===== config.mk =====
export PLATFORM = sky130hd
export DESIGN_NAME = stack_alu_unit
export DESIGN_NICKNAME = d
export VERILOG_FILES = /design/src/rtl/stack_alu_unit.sv
export SDC_FILE = /design/constraint.sdc
export NUM_CORES = 1
export LEC_CHECK = 0
export ABC_CLOCK_PERIOD_IN_PS = 13950
export BUFFER_PORTS_ARGS = -buffer_cell sky130_fd_sc_hd__buf_2
export CAP_MARGIN = 25
export CORE_MARGIN = 5
export CORE_UTILIZATION = 35
export CTS_BUF_LIST = sky130_fd_sc_hd__clkbuf_16
export CTS_CLUSTER_DIAMETER = 80
export DETAILED_ROUTE_END_ITERATION = 16
export PLACE_DENSITY_LB_ADDON = 0.08
export REMOVE_ABC_BUFFERS = 1
export SLEW_MARGIN = 20
export SYNTH_ARGS = -nofsm -noshare
export SYNTH_HDL_FRONTEND = slang
export SYNTH_SLANG_ARGS = --single-unit

===== constraint.sdc =====
create_clock -name clk -period 13.95 [get_ports clk]
set_clock_uncertainty 0.1 [all_clocks]
set_input_delay 2.79 -clock clk [delete_from_list [all_inputs] [get_ports clk]]
set_output_delay 2.79 -clock clk [all_outputs]
set_load 0.01 [all_outputs]

===== src/rtl/stack_alu_unit.sv =====
// -----------------------------------------------------------------------------
// stack_alu_unit
// Datapath storage and arithmetic core for the brus16 stack CPU.
//   - data stack   : 2**STACK_WIDTH x 16 bit, two combinational read ports,
//                    one synchronous write port
//   - return stack : 2**RSTACK_WIDTH x CODE_WIDTH bit, one combinational read
//                    port, one synchronous write port
//   - ALU          : purely combinational 16-bit, 5-bit opcode
// The CPU control logic owns sp/rsp and drives every address; no pointer
// state lives here.
//
// Ports:
//   clk                          rising-edge clock for all writes
//   reset                        asynchronous, active-low; clears both stacks
//   ds_rd_addr0 / ds_rd_data0    data stack read port 0 (top of stack)
//   ds_rd_addr1 / ds_rd_data1    data stack read port 1 (top-1)
//   ds_we, ds_wr_addr, ds_wr_data       data stack write port
//   rs_rd_addr / rs_rd_data      return stack read port
//   rs_we, rs_wr_addr, rs_wr_data       return stack write port
//   alu_op, alu_a, alu_b / alu_out      combinational ALU
// -----------------------------------------------------------------------------
module stack_alu_unit #(
    parameter int STACK_WIDTH  = 4,
    parameter int RSTACK_WIDTH = 4,
    parameter int CODE_WIDTH   = 13
) (
    input  logic                    clk,
    input  logic                    reset,
    input  logic [STACK_WIDTH-1:0]  ds_rd_addr0,
    output logic [15:0]             ds_rd_data0,
    input  logic [STACK_WIDTH-1:0]  ds_rd_addr1,
    output logic [15:0]             ds_rd_data1,
    input  logic                    ds_we,
    input  logic [STACK_WIDTH-1:0]  ds_wr_addr,
    input  logic [15:0]             ds_wr_data,
    input  logic [RSTACK_WIDTH-1:0] rs_rd_addr,
    output logic [CODE_WIDTH-1:0]   rs_rd_data,
    input  logic                    rs_we,
    input  logic [RSTACK_WIDTH-1:0] rs_wr_addr,
    input  logic [CODE_WIDTH-1:0]   rs_wr_data,
    input  logic [4:0]              alu_op,
    input  logic [15:0]             alu_a,
    input  logic [15:0]             alu_b,
    output logic [15:0]             alu_out
);

    localparam int DS_DEPTH = 2 ** STACK_WIDTH;
    localparam int RS_DEPTH = 2 ** RSTACK_WIDTH;

    // Storage is built from flops rather than RAM: the whole array must clear
    // asynchronously, which no block RAM primitive supports.
    logic [15:0]           r_ds_mem [DS_DEPTH];
    logic [CODE_WIDTH-1:0] r_rs_mem [RS_DEPTH];

    // One register per entry so each carries its own async clear and write
    // decode; reset takes priority over a coincident write.
    for (genvar gi = 0; gi < DS_DEPTH; gi++) begin : g_ds_entry
        always_ff @(posedge clk or negedge reset) begin
            if (!reset) begin
                r_ds_mem[gi] <= '0;
            end else if (ds_we && (ds_wr_addr == STACK_WIDTH'(gi))) begin
                r_ds_mem[gi] <= ds_wr_data;
            end
        end
    end

    for (genvar gi = 0; gi < RS_DEPTH; gi++) begin : g_rs_entry
        always_ff @(posedge clk or negedge reset) begin
            if (!reset) begin
                r_rs_mem[gi] <= '0;
            end else if (rs_we && (rs_wr_addr == RSTACK_WIDTH'(gi))) begin
                r_rs_mem[gi] <= rs_wr_data;
            end
        end
    end

    // Zero-latency reads with no write bypass: a same-address write only
    // becomes visible after the edge that commits it.
    assign ds_rd_data0 = r_ds_mem[ds_rd_addr0];
    assign ds_rd_data1 = r_ds_mem[ds_rd_addr1];
    assign rs_rd_data  = r_rs_mem[rs_rd_addr];

    // ---------------------------------------------------------------- ALU
    logic [3:0]  w_shamt;
    logic [15:0] w_alu_out;

    assign w_shamt = alu_b[3:0];    // upper shift bits deliberately ignored

    always_comb begin
        w_alu_out = 16'd0;
        case (alu_op)
            5'd0:  w_alu_out = alu_a + alu_b;
            5'd1:  w_alu_out = alu_a - alu_b;
            5'd2:  w_alu_out = alu_a * alu_b;   // 16-bit context keeps low half
            5'd3:  w_alu_out = alu_a & alu_b;
            5'd4:  w_alu_out = alu_a | alu_b;
            5'd5:  w_alu_out = alu_a ^ alu_b;
            5'd6:  w_alu_out = alu_a << w_shamt;
            5'd7:  w_alu_out = alu_a >> w_shamt;
            5'd8:  w_alu_out = $unsigned($signed(alu_a) >>> w_shamt);
            5'd9:  w_alu_out = {15'd0, alu_a == alu_b};
            5'd10: w_alu_out = {15'd0, alu_a != alu_b};
            5'd11: w_alu_out = {15'd0, $signed(alu_a) <  $signed(alu_b)};
            5'd12: w_alu_out = {15'd0, $signed(alu_a) <= $signed(alu_b)};
            5'd13: w_alu_out = {15'd0, $signed(alu_a) >  $signed(alu_b)};
            5'd14: w_alu_out = {15'd0, $signed(alu_a) >= $signed(alu_b)};
            5'd15: w_alu_out = {15'd0, alu_a < alu_b};
            default: w_alu_out = 16'd0;         // opcodes 16..31 reserved
        endcase
    end

    assign alu_out = w_alu_out;

endmodule


-- After elaboration in Yosys (flattened, before gate mapping)
Cells that the tools add are included.
- bits in registers: 464
- input port bits: 90
- eq/ne operators: 47
- mux-type cells: 10
- shift operators: 3
- reduce and logical (&&, ||, !) cells: 35
- multipliers: 1
- order comparisons: 8
- add/sub/neg operators: 2
- bitwise logic cells: 6
- operators with widths (operator ; count):
    $pmux 16 s16 ; 1
    $bmux 16 s4 ; 2
    $eq 4x4->1 const B ; 16
    $mux 16 ; 4
    $bmux 13 s4 ; 1
    $eq 5x4->1 const B ; 8
    $eq 4x3->1 const B ; 8
    $logic_and 1x1->1 ; 32
    $lt 16x16->1 ; 2
    $mux 13 ; 2
    $eq 5x3->1 const B ; 4
    $add 16x16->16 ; 1
    $and 16x16->16 ; 1
    $eq 16x16->1 ; 1
    $eq 4x2->1 const B ; 4
    $ge 16x16->1 ; 1
    $gt 16x16->1 ; 1
    $le 16x16->1 ; 1
    $mul 16x16->16 ; 1
    $ne 16x16->1 ; 1
    $or 16x16->16 ; 1
    $shl 16x4->16 ; 1
    $shr 16x4->16 ; 1
    $sshr 16x4->16 ; 1
    9 further kinds ; 16

-- Longest topological paths before layout
Gate-level depths: netlist (run 1).
- word-level depth: 4
- gate-level depth with buffers: 26

-- Least setup slack after synthesis (run 1)
Ideal clock, no wire load.
- path type: input to output
- from: in alu_b[2]
- to: out alu_out[14]
- path buffers: 4
- setup slack: 2409 ps
- arrival time: 8651 ps
- stages on the path: 23
- cell sequence: clkbuf_1 clkbuf_1 clkbuf_1 buf_1 nand2_1 fa_1 fa_1 inv_1 fa_1 inv_1 fa_1 inv_1 fa_1 inv_1 fa_1 inv_1 ha_1 and3_1 a211oi_1 a21oi_1 xor2_1 a221oi_1 o21ai_1
- cells in the longest elaborated chain, start to end: 2
- elaborated cells on any way between the ends: 7
- classes of those cells: add/sub: 2; mul: 1; shift: 3; mux: 1
- ends and longest elaborated chain (what ; line ; text):
    start: declaration ; 43 ; input logic [15:0] alu_b,
    $mul 16x16->16 (tied with other cells) ; 94 ; 5'd2: w_alu_out = alu_a * alu_b;
    $pmux 16 s16 (*) ; 91 ; case (alu_op)
    end: declaration ; 44 ; output logic [15:0] alu_out
Every way passes the cells marked *; elsewhere a longest branch is shown, timed or not.

-- Worst setup path in the final report (run 1)
Ends and elaborated chain as after synthesis.

==> results of run 1 <==
-- report_power, final --
part	switching (mW)	leakage, nW	internal (mW)
Combinational	1.05	7.99	0.965
Sequential	0.187	5.69	1.66
Clock	0.586	0.861	0.779
Total	1.83	14.5	3.40
-- final timing paths --
| path | endpoint | depth (start not counted) |
|---|---|---|
| setup reg to reg | r_ds_mem[163] | 1 |
| min in group asynchronous | r_ds_mem[115] | 1 |
| hold reg to reg | r_rs_mem[175] | 1 |
| setup / recovery | alu_out[14] | 21 |
| max in group asynchronous | r_rs_mem[89] | 3 |
| hold / removal | r_rs_mem[175] | 1 |
-- area by class of cell --
cell class,instances,area (µm²)
Antenna cell,1,2.50
Clock buffer,54,1350
Clock inverter,45,345
Fill cell,8257,52700
Inverter,168,631
Multi-Input combinational cell,1570,17500
Sequential cell,464,11600
Tap cell,1155,1450
Timing Repair Buffer,193,1130
-- routing by layer --
layer	track usage (%)	wire length, µm	part of all wire, %	up-vias
li1	-	-	-	8862
met1	27.7	41700	44	10891
met2	33.9	46200	49	605
met3	2.78	4460	4.7	151
met4	5.46	2390	2.5	4
met5	0	22	0.023	-
-- sequential cells by signal, indices dropped and copies added, names as in the netlist --
name	cells
r_rs_mem	208
r_ds_mem	256
-- per-stage QoR --
stage                     cells  utilization (%)
after detailed placement   3548             37.2
after global placement     3547             37.2
after global routing       3650             39.2
after floorplan            2202                -
after CTS                  3647             39.2
final                      3650             39.2
-- cell usage after synthesis (4+ instances only) --
library cell / n / area share (%)
clkinv_1: 5 / 0.062
buf_1: 21 / 0.26
a21o_1: 6 / 0.15
nor3_1: 17 / 0.28
nand3_1: 10 / 0.16
o2111ai_1: 6 / 0.17
nor2_1: 149 / 1.8
or3_1: 13 / 0.27
mux4_2: 232 / 17
dfrtp_1: 464 / 38
ha_1: 100 / 4.1
and3_1: 4 / 0.082
clkbuf_1: 127 / 1.6
nor4_1: 8 / 0.16
o31ai_1: 8 / 0.20
a211o_1: 8 / 0.23
a21oi_1: 52 / 0.85
fa_1: 81 / 5.3
nand2b_1: 14 / 0.29
xor2_1: 12 / 0.34
o211ai_1: 13 / 0.32
mux2i_1: 25 / 0.82
a221o_1: 7 / 0.23
nand2_1: 121 / 1.5
o22ai_1: 10 / 0.21
buf_4: 7 / 0.17
a31oi_1: 8 / 0.16
o21ai_1: 7 / 0.11
nor2b_1: 7 / 0.14
a221oi_1: 10 / 0.29
buf_2: 35 / 0.57
xnor2_1: 32 / 0.92
a22oi_1: 8 / 0.20
o221ai_1: 5 / 0.14
o21bai_1: 7 / 0.17
nand3b_1: 6 / 0.15
a211oi_1: 9 / 0.22
inv_1: 161 / 2.0
o21ai_0: 42 / 0.69
mux2_2: 472 / 17
-- kinds of logic after synthesis --
family	share of synthesized area [%]
multiplexers	35.4
flip-flops	38.1
AND/OR/NAND/NOR	5.46
buffers and inverters	4.71
AO/OA/AOI/OAI	5.61
adder cells (fa/ha/maj)	9.43
XOR/XNOR	1.26
==> reports/results.txt, run 1 <==
status -> completed
global route overflow -> 0
Crit Path Class -> input pin to output port
total power -> 5.23 mW
IO Count -> 151
# setup viols final -> 0
initial antenna violation count -> 4
gr usage total -> 20.2%
CP Max Fanout -> 23
final worst slack -> 2.12 ns
RSZ-0062 raised after global routing -> no
sequential area share after synthesis -> 38.1%
endpoints failing hold -> 0
total number of vias -> 20,513
ANT nets after route -> 0
worst path buffer plus inverter count -> 7
total core area -> 86,600 µm²
num rows -> 108
Final Instance Area -> 34,000 µm²
Worst-path clk slew -> 0.06 ns
Mapped Avg Cell Area -> 12.7 µm²
min-delay src -> r_rs_mem[175]
layout cell share with drive strength beyond 1 -> 40.3%
Max VDD drop -> 0.000120 V
die height -> 305 µm
crit-path cells -> buf_2 -> inv_1 -> nor2_1 -> fa_1 -> inv_1 -> fa_1 -> fa_1 -> fa_1 -> inv_1 -> fa_1 -> inv_1 -> fa_1 -> inv_1 -> ha_1 -> and3_1 -> a211oi_1 -> a21oi_1 -> xor2_1 -> a221oi_1 -> o21ai_1 -> buf_2
Post-CTS Hold Buffers -> 0
FFs w/ async S/R, synth -> 100%
Worst EP required -> 11.06 ns
FF+latch count, synth -> 464
Post-CTS Setup Inserts -> 0
Critical Path Max Stage Delay -> 0.70 ns
CP top delay family -> adder cells
DRC Markers -> 0
worst slew pin tran -> 0.978 ns
Reg2Reg Setup Slack -> 13.06 ns
initial core utilization -> 35.2%
Area growth, synth to finish -> 11.5%
Warnings, synthesis -> 0
R2R Path Start -> r_ds_mem[163]
DP Worst Slack -> 2.12 ns
worst skew pair latency -> 0.61 ns
Die Wd -> 305 µm
Rel. slew slack -> 34.6%
nets -> 2,722
1st-iter DRT viols -> 1,245
Syn Inst Count -> 2,394
min Tclk post-route -> 11.83 ns
library cells used by synthesis -> 82
DRT Pass-1 Iters -> 7
CP Launch Point -> alu_b[2]
Avg WL per Cell -> 26.0 µm
Max Fclk -> 84.5 MHz
period utilization -> 84.8%
Hold WS -> 0.398 ns
CTS Root Cell -> clkbuf_16
Num CTS Buffers -> 54
routability congestion estimate -> 0.934
pin count of the biggest net entering global routing -> 169
Die Area -> 93,100 µm²
setup TNS -> 0 ns
commonest non-fill, non-tap cell in the layout -> mux2_2
Slowest cell on crit path -> inv_1
first-pass GRT wire length -> 145 mm
P_leak -> 14.5 nW
Setup crit end kind -> output port
Post-DP Area -> 32,200 µm²
I/O Buffers -> 150
Startpoint Class -> input pin
hpwl dp -> 64.2 mm
vias in the first global route -> 22,438
most used cell, CP -> fa_1
Worst Hold Class -> flip-flop to flip-flop
number of synthesized flops with an enable pin -> 0
CTS tree -> done
Vias/cell -> 5.62
commonest non-fill, non-tap cells in the layout -> mux2_2 (472), dfrtp_1 (464), mux4_2 (232), inv_1 (168), buf_2 (146)
Max Cap Viol -> 0
max-slew violations -> 0
Worst EP arrival -> 8.94 ns
Synth Cell Area -> 30,500 µm²
clk buf depth -> 3
Clock Sink Count -> 464
CTS resizes -> 0
final WL -> 94.8 mm
pwr dens -> 154 nW/µm²
H-tree depth -> 2
Top FF cell, synth -> dfrtp_1
Note: power is estimated with default switching activity, not from simulation.
==> run 2: changes to the inputs <==
ABC_CLOCK_PERIOD_IN_PS = 10900   (was 13950)
clock period = 10.9 ns   (was 13.95 ns; I/O delays follow)
==> reports/results.txt, run 2 (same netlist as run 1, synthesis figures left out) <==
status -> completed
Max VDD drop -> 0.000188 V
min Tclk post-route -> 10.45 ns
Setup crit end kind -> output port
DRT Pass-1 Iters -> 6
total core area -> 86,600 µm²
Post-DP Area -> 32,400 µm²
Post-CTS Setup Inserts -> 0
CTS tree -> done
total power -> 6.67 mW
largest register by flop count -> r_ds_mem
Avg WL per Cell -> 26.5 µm
Max Cap Viol -> 0
setup TNS -> 0 ns
Area growth, synth to finish -> 11.8%
hpwl dp -> 65.4 mm
Die Area -> 93,100 µm²
routability congestion estimate -> 0.903
H-tree depth -> 2
clk buf depth -> 3
Pint -> 4.34 mW
min-delay src -> r_rs_mem[103]
most used cell, CP -> inv_1
Comb pwr share -> 39.0%
RSZ-0062 raised after global routing -> no
final worst slack -> 0.451 ns
vias in the first global route -> 22,273
Worst Hold Class -> flip-flop to flip-flop
final core utilization -> 39.3%
Hold WS -> 0.400 ns
num rows -> 108
Rel. slew slack -> 29.4%
placed insts -> 3,564
P_leak -> 14.6 nW
Critical R2R Capture -> r_ds_mem[120]
R2R Path Start -> r_ds_mem[120]
commonest non-fill, non-tap cells in the layout -> mux2_2 (472), dfrtp_1 (464), mux4_2 (232), inv_1 (176), buf_2 (146)
die height -> 305 µm
Vias/cell -> 5.62
crit-path cells -> buf_2 -> inv_1 -> nor2_1 -> fa_1 -> inv_1 -> fa_1 -> inv_1 -> fa_1 -> inv_1 -> fa_1 -> inv_1 -> fa_1 -> inv_1 -> fa_1 -> inv_1 -> ha_1 -> and3_1 -> a211oi_1 -> a21oi_1 -> xor2_1 -> a221oi_1 -> o21ai_1 -> buf_2
Reg2Reg Setup Slack -> 10.01 ns
final WL -> 97.0 mm
global route overflow -> 0
switching share of power -> 35.0%
# setup viols final -> 0
DRC Markers -> 0
Flop pwr share -> 35.4%
gr usage total -> 20.6%
initial antenna violation count -> 5
IO Count -> 151
first-pass GRT wire length -> 147 mm
commonest non-fill, non-tap cell in the layout -> mux2_2
CP Max Fanout -> 12
layout cell share with drive strength beyond 1 -> 40.4%
worst slew pin tran -> 1.03 ns
Max Fclk -> 95.7 MHz
CP Launch Point -> alu_a[5]
Die Wd -> 305 µm
Largest regs -> r_ds_mem x256, r_rs_mem x208
1st-iter DRT viols -> 1,187
logic depth of the worst path, buffers included -> 23
Net Switching -> 2.34 mW
initial core utilization -> 35.2%
proportion of power drawn by the clock network -> 25.6%
Hold Path Stages -> 1
Num CTS Buffers -> 55
cells on worst reg2reg path -> 1
DP Worst Slack -> 0.564 ns
I/O Buffers -> 150
pin count of the biggest net entering global routing -> 165
CTS Root Cell -> clkbuf_16
worst skew pair latency -> 0.61 ns
Fillers -> 8,278
Worst EP arrival -> 8.17 ns
endpoints failing hold -> 0
Setup crit end -> alu_out[14]
max reg flops -> 256
CP top delay family -> adder cells
Slowest cell on crit path -> fa_1
worst path buffer plus inverter count -> 9
Startpoint Class -> input pin
CTS resizes -> 0
Worst-path clk slew -> 0.05 ns
Final Instance Area -> 34,100 µm²
Final Non-Filler Cells -> 3,666
pwr dens -> 196 nW/µm²
nets -> 2,739
Worst EP required -> 8.62 ns
max-slew violations -> 0
ANT nets after route -> 0
Crit Path Class -> input pin to output port
Critical Path Max Stage Delay -> 0.53 ns
Post-CTS Hold Buffers -> 0
period utilization -> 95.9%
total number of vias -> 20,599
Clock Sink Count -> 464
==> run 2: cell count changes in the layout (fill, tap and decap cells not counted), sizes merged <==
cell      before  now
diode          1    2
clkinv        34   30
inv          173  178
buf          193  209
bufinv         4    2
clkinvlp       2    0
clkbuf        54   56
==> run 2: power by group through the flow <==
stage | logic (mW) | clock network (mW) | registers, mW
6_report | 2.60 | 1.71 | 2.37
5_1_grt | 2.83 | 1.83 | 2.41
4_1_cts | 2.63 | 1.77 | 2.36
3_5_place_dp | 2.61 | 0 | 2.39
3_3_place_gp | 2.60 | 0 | 2.36
2_1_floorplan | 1.72 | 0 | 2.30
==> run 2: per-layer routing <==
layer  vias to the layer above  track usage, %  wire length, µm
met5                         -               0               27
met4                         4            6.55             3360
met3                       172            3.19             4570
met2                       586            33.6            45900
met1                     10953            28.5            43100
li1                       8884               -                -
==> run 2: area by class of cell <==
cell class	instances	area, µm²	share of cell area (%)
Antenna cell	2	5.00	0.0147
Clock buffer	56	1400	4.11
Clock inverter	42	255	0.749
Inverter	168	631	1.85
Multi-Input combinational cell	1570	17500	51.2
Sequential cell	464	11600	34.1
Tap cell	1155	1450	4.24
Timing Repair Buffer	209	1260	3.71
==> run 2: worst min-delay path by stage <==
stage,slack (ns),endpoint
detailed placement,0.39,r_rs_mem[43]
floorplan,0.37,r_rs_mem[169]
global route,0.41,r_rs_mem[189]
finish,0.40,r_rs_mem[103]
global placement,0.38,r_rs_mem[93]
CTS,0.40,r_rs_mem[7]
==> run 3: changes to the inputs <==
ABC_AREA = 1   (was unset)
GPL_TIMING_DRIVEN = 0   (was unset)
==> reports/results.txt, run 3 <==
status -> completed
DRT Pass-1 Iters -> 5
endpoints failing hold -> 0
Reg2Reg Setup Slack -> 10.06 ns
initial antenna violation count -> 10
final WL -> 108 mm
initial core utilization -> 35.4%
Syn Inst Count -> 4,344
Post-DP Area -> 33,300 µm²
max-slew violations -> 0
global route overflow -> 0
Die Area -> 95,500 µm²
Startpoint Class -> input pin
Clock Sink Count -> 464
Crit Path Class -> input pin to output port
Final Non-Filler Cells -> 5,515
Post-CTS Hold Buffers -> 0
cells on worst reg2reg path -> 2
Worst Hold Class -> flip-flop to flip-flop
DRC Markers -> 0
Max Fclk -> 96.6 MHz
proportion of power drawn by the clock network -> 29.2%
Net Switching -> 2.25 mW
hpwl dp -> 69.8 mm
first-pass GRT wire length -> 167 mm
Synth Cell Area -> 31,300 µm²
Fillers -> 9,420
top cells by area, synth -> dfrtp_1 (37%), o21ai_0 (13%), nand2_1 (12%)
Hold WS -> 0.377 ns
# setup viols final -> 0
period utilization -> 95.0%
Rel. slew slack -> 29.7%
Final Instance Area -> 35,100 µm²
Worst EP required -> 8.62 ns
ANT nets after route -> 0
vias in the first global route -> 27,457
1st-iter DRT viols -> 2,357
CTS tree -> done
Setup crit end kind -> output port
Vias/cell -> 5.23
top-area cell type share of the netlist area -> 37.1%
Mapped Avg Cell Area -> 7.20 µm²
CTS resizes -> 0
FF+latch count, synth -> 464
CTS Root Cell -> clkbuf_16
Critical R2R Capture -> r_ds_mem[24]
Setup crit end -> alu_out[12]
worst skew pair latency -> 0.57 ns
R2R Path Start -> r_ds_mem[24]
Num CTS Buffers -> 56
number of synthesized flops with an enable pin -> 0
IO Count -> 151
num rows -> 109
leading area contributor after synthesis -> dfrtp_1
max reg flops -> 256
synth cell count leaders -> nand2_1 (989), o21ai_0 (838), inv_1 (569), dfrtp_1 (464), a21oi_1 (410)
largest register by flop count -> r_ds_mem
layout cell share with drive strength beyond 1 -> 7.73%
commonest non-fill, non-tap cells in the layout -> nand2_1 (979), o21ai_0 (838), inv_1 (583), dfrtp_1 (464), a21oi_1 (410)
Worst EP arrival -> 8.07 ns
worst slew pin tran -> 1.05 ns
CP Launch Point -> alu_b[3]
total core area -> 88,500 µm²
H-tree depth -> 2
total power -> 6.06 mW
Comb pwr share -> 33.4%
Flop pwr share -> 37.5%
P_leak -> 17.0 nW
Max VDD drop -> 0.000122 V
CP Max Fanout -> 32
die height -> 309 µm
pin count of the biggest net entering global routing -> 131
Max Cap Viol -> 0
routability congestion estimate -> 0.923
nets -> 4,573
placed insts -> 5,408
gr usage total -> 22.2%
min Tclk post-route -> 10.35 ns
Post-CTS Setup Inserts -> 0
Pint -> 3.81 mW
Warnings, synthesis -> 0
switching share of power -> 37.1%
library cells used by synthesis -> 51
Area growth, synth to finish -> 12.1%
Avg WL per Cell -> 19.6 µm
commonest non-fill, non-tap cell in the layout -> nand2_1
FFs w/ async S/R, synth -> 100%
Largest regs -> r_ds_mem x256, r_rs_mem x208
Worst-path clk slew -> 0.06 ns
total number of vias -> 28,823
most common cell in the netlist -> nand2_1
Top FF cell, synth -> dfrtp_1
clk buf depth -> 3
RSZ-0062 raised after global routing -> no
sequential area share after synthesis -> 37.1%
final core utilization -> 39.6%
Die Wd -> 309 µm
pwr dens -> 173 nW/µm²
I/O Buffers -> 150
run 3: cell count changes after synthesis, sizes merged, moves of 23 or more:
cell    change
a21oi     +360
o21ai     +802
o211ai     +44
inv       +418
nand3     +126
mux4      -232
clkbuf    +116
nand2     +877
mux2      -472
o221ai     +50
xnor2      -23
run 3: cell families (layout without fill, tap and decap cells):
| group | count (synthesis) | count (layout) | synth area share [%] |
|---|---|---|---|
| xor gates and xnor gates | 22 | 22 | 0.616 |
| adders and majority gates | 181 | 181 | 9.18 |
| DFF | 464 | 464 | 37.1 |
| buffers and inverters | 873 | 875 | 10.6 |
| AOI/OAI and AO/OA | 1442 | 1442 | 24.7 |
| and+or+nand+nor | 1344 | 1344 | 17.2 |
| muxes | 18 | 18 | 0.576 |
| other | 0 | 4 | 0 |
run 3: critical path, stage by stage:
cell and delay, ns:
buf_2 0.63, ha_1 0.27, inv_1 0.17, fa_1 0.51
fa_1 0.43, inv_1 0.07, ha_1 0.14, inv_1 0.06
fa_1 0.49, fa_1 0.53, fa_1 0.51, inv_1 0.05
ha_1 0.33, nand2_1 0.08, o21ai_0 0.34, inv_1 0.10
nand2_1 0.08, nand2_1 0.07, nand2_1 0.06, a21oi_1 0.07
or2_2 0.28, nand3_1 0.13, nand4_1 0.25, buf_2 0.24
run 3: per-layer routing:
| layer | GRT usage, % | vias up | wire length [µm] |
|---|---|---|---|
| li1 | - | 14200 | - |
| met1 | 32.4 | 13780 | 51500 |
| met2 | 35.5 | 699 | 48700 |
| met3 | 2.90 | 138 | 5660 |
| met4 | 4.70 | 6 | 2190 |
| met5 | 0 | - | 41 |
run 3: worst min-delay path by stage:
stage / start / end / slack (ns) / cells after the start
after global placement: r_rs_mem[144] / r_rs_mem[144] / 0.36 / 2
after CTS: r_rs_mem[146] / r_rs_mem[146] / 0.38 / 2
final: r_rs_mem[46] / r_rs_mem[46] / 0.38 / 2
after global routing: r_rs_mem[145] / r_rs_mem[145] / 0.40 / 2
after floorplan: r_rs_mem[100] / r_rs_mem[100] / 0.35 / 2
after detailed placement: r_rs_mem[144] / r_rs_mem[144] / 0.37 / 2
run 3: stage by stage:
step                      setup WS, ns  setup TNS [ns]
after floorplan                   1.94               0
after global placement           -2.85        -1238.72
after detailed placement         0.450               0
after CTS                        0.442               0
after global routing             0.201               0
final                            0.548               0
run 3: cell type report:
cell class              instances  area, µm²  share of cell area (%)
clock inverters                46        330                   0.942
clock buffers                  56       1400                    4.00
inverters                     585       2200                    6.27
multi-input cells            3007      16500                    47.1
well taps                    1165       1460                    4.16
flip-flops and latches        464      11600                    33.1
repair buffers                188       1560                    4.44
diodes                          4       10.0                  0.0285
run 3: power groups by stage:
stage                     clock [mW]  combinational (mW)  sequential (mW)
final                           1.77                2.02             2.27
after global routing            1.89                2.35             2.32
after CTS                       1.83                2.04             2.27
after detailed placement           0                2.03             2.30
after global placement             0                1.98             2.30
after floorplan                    0                1.40             2.25
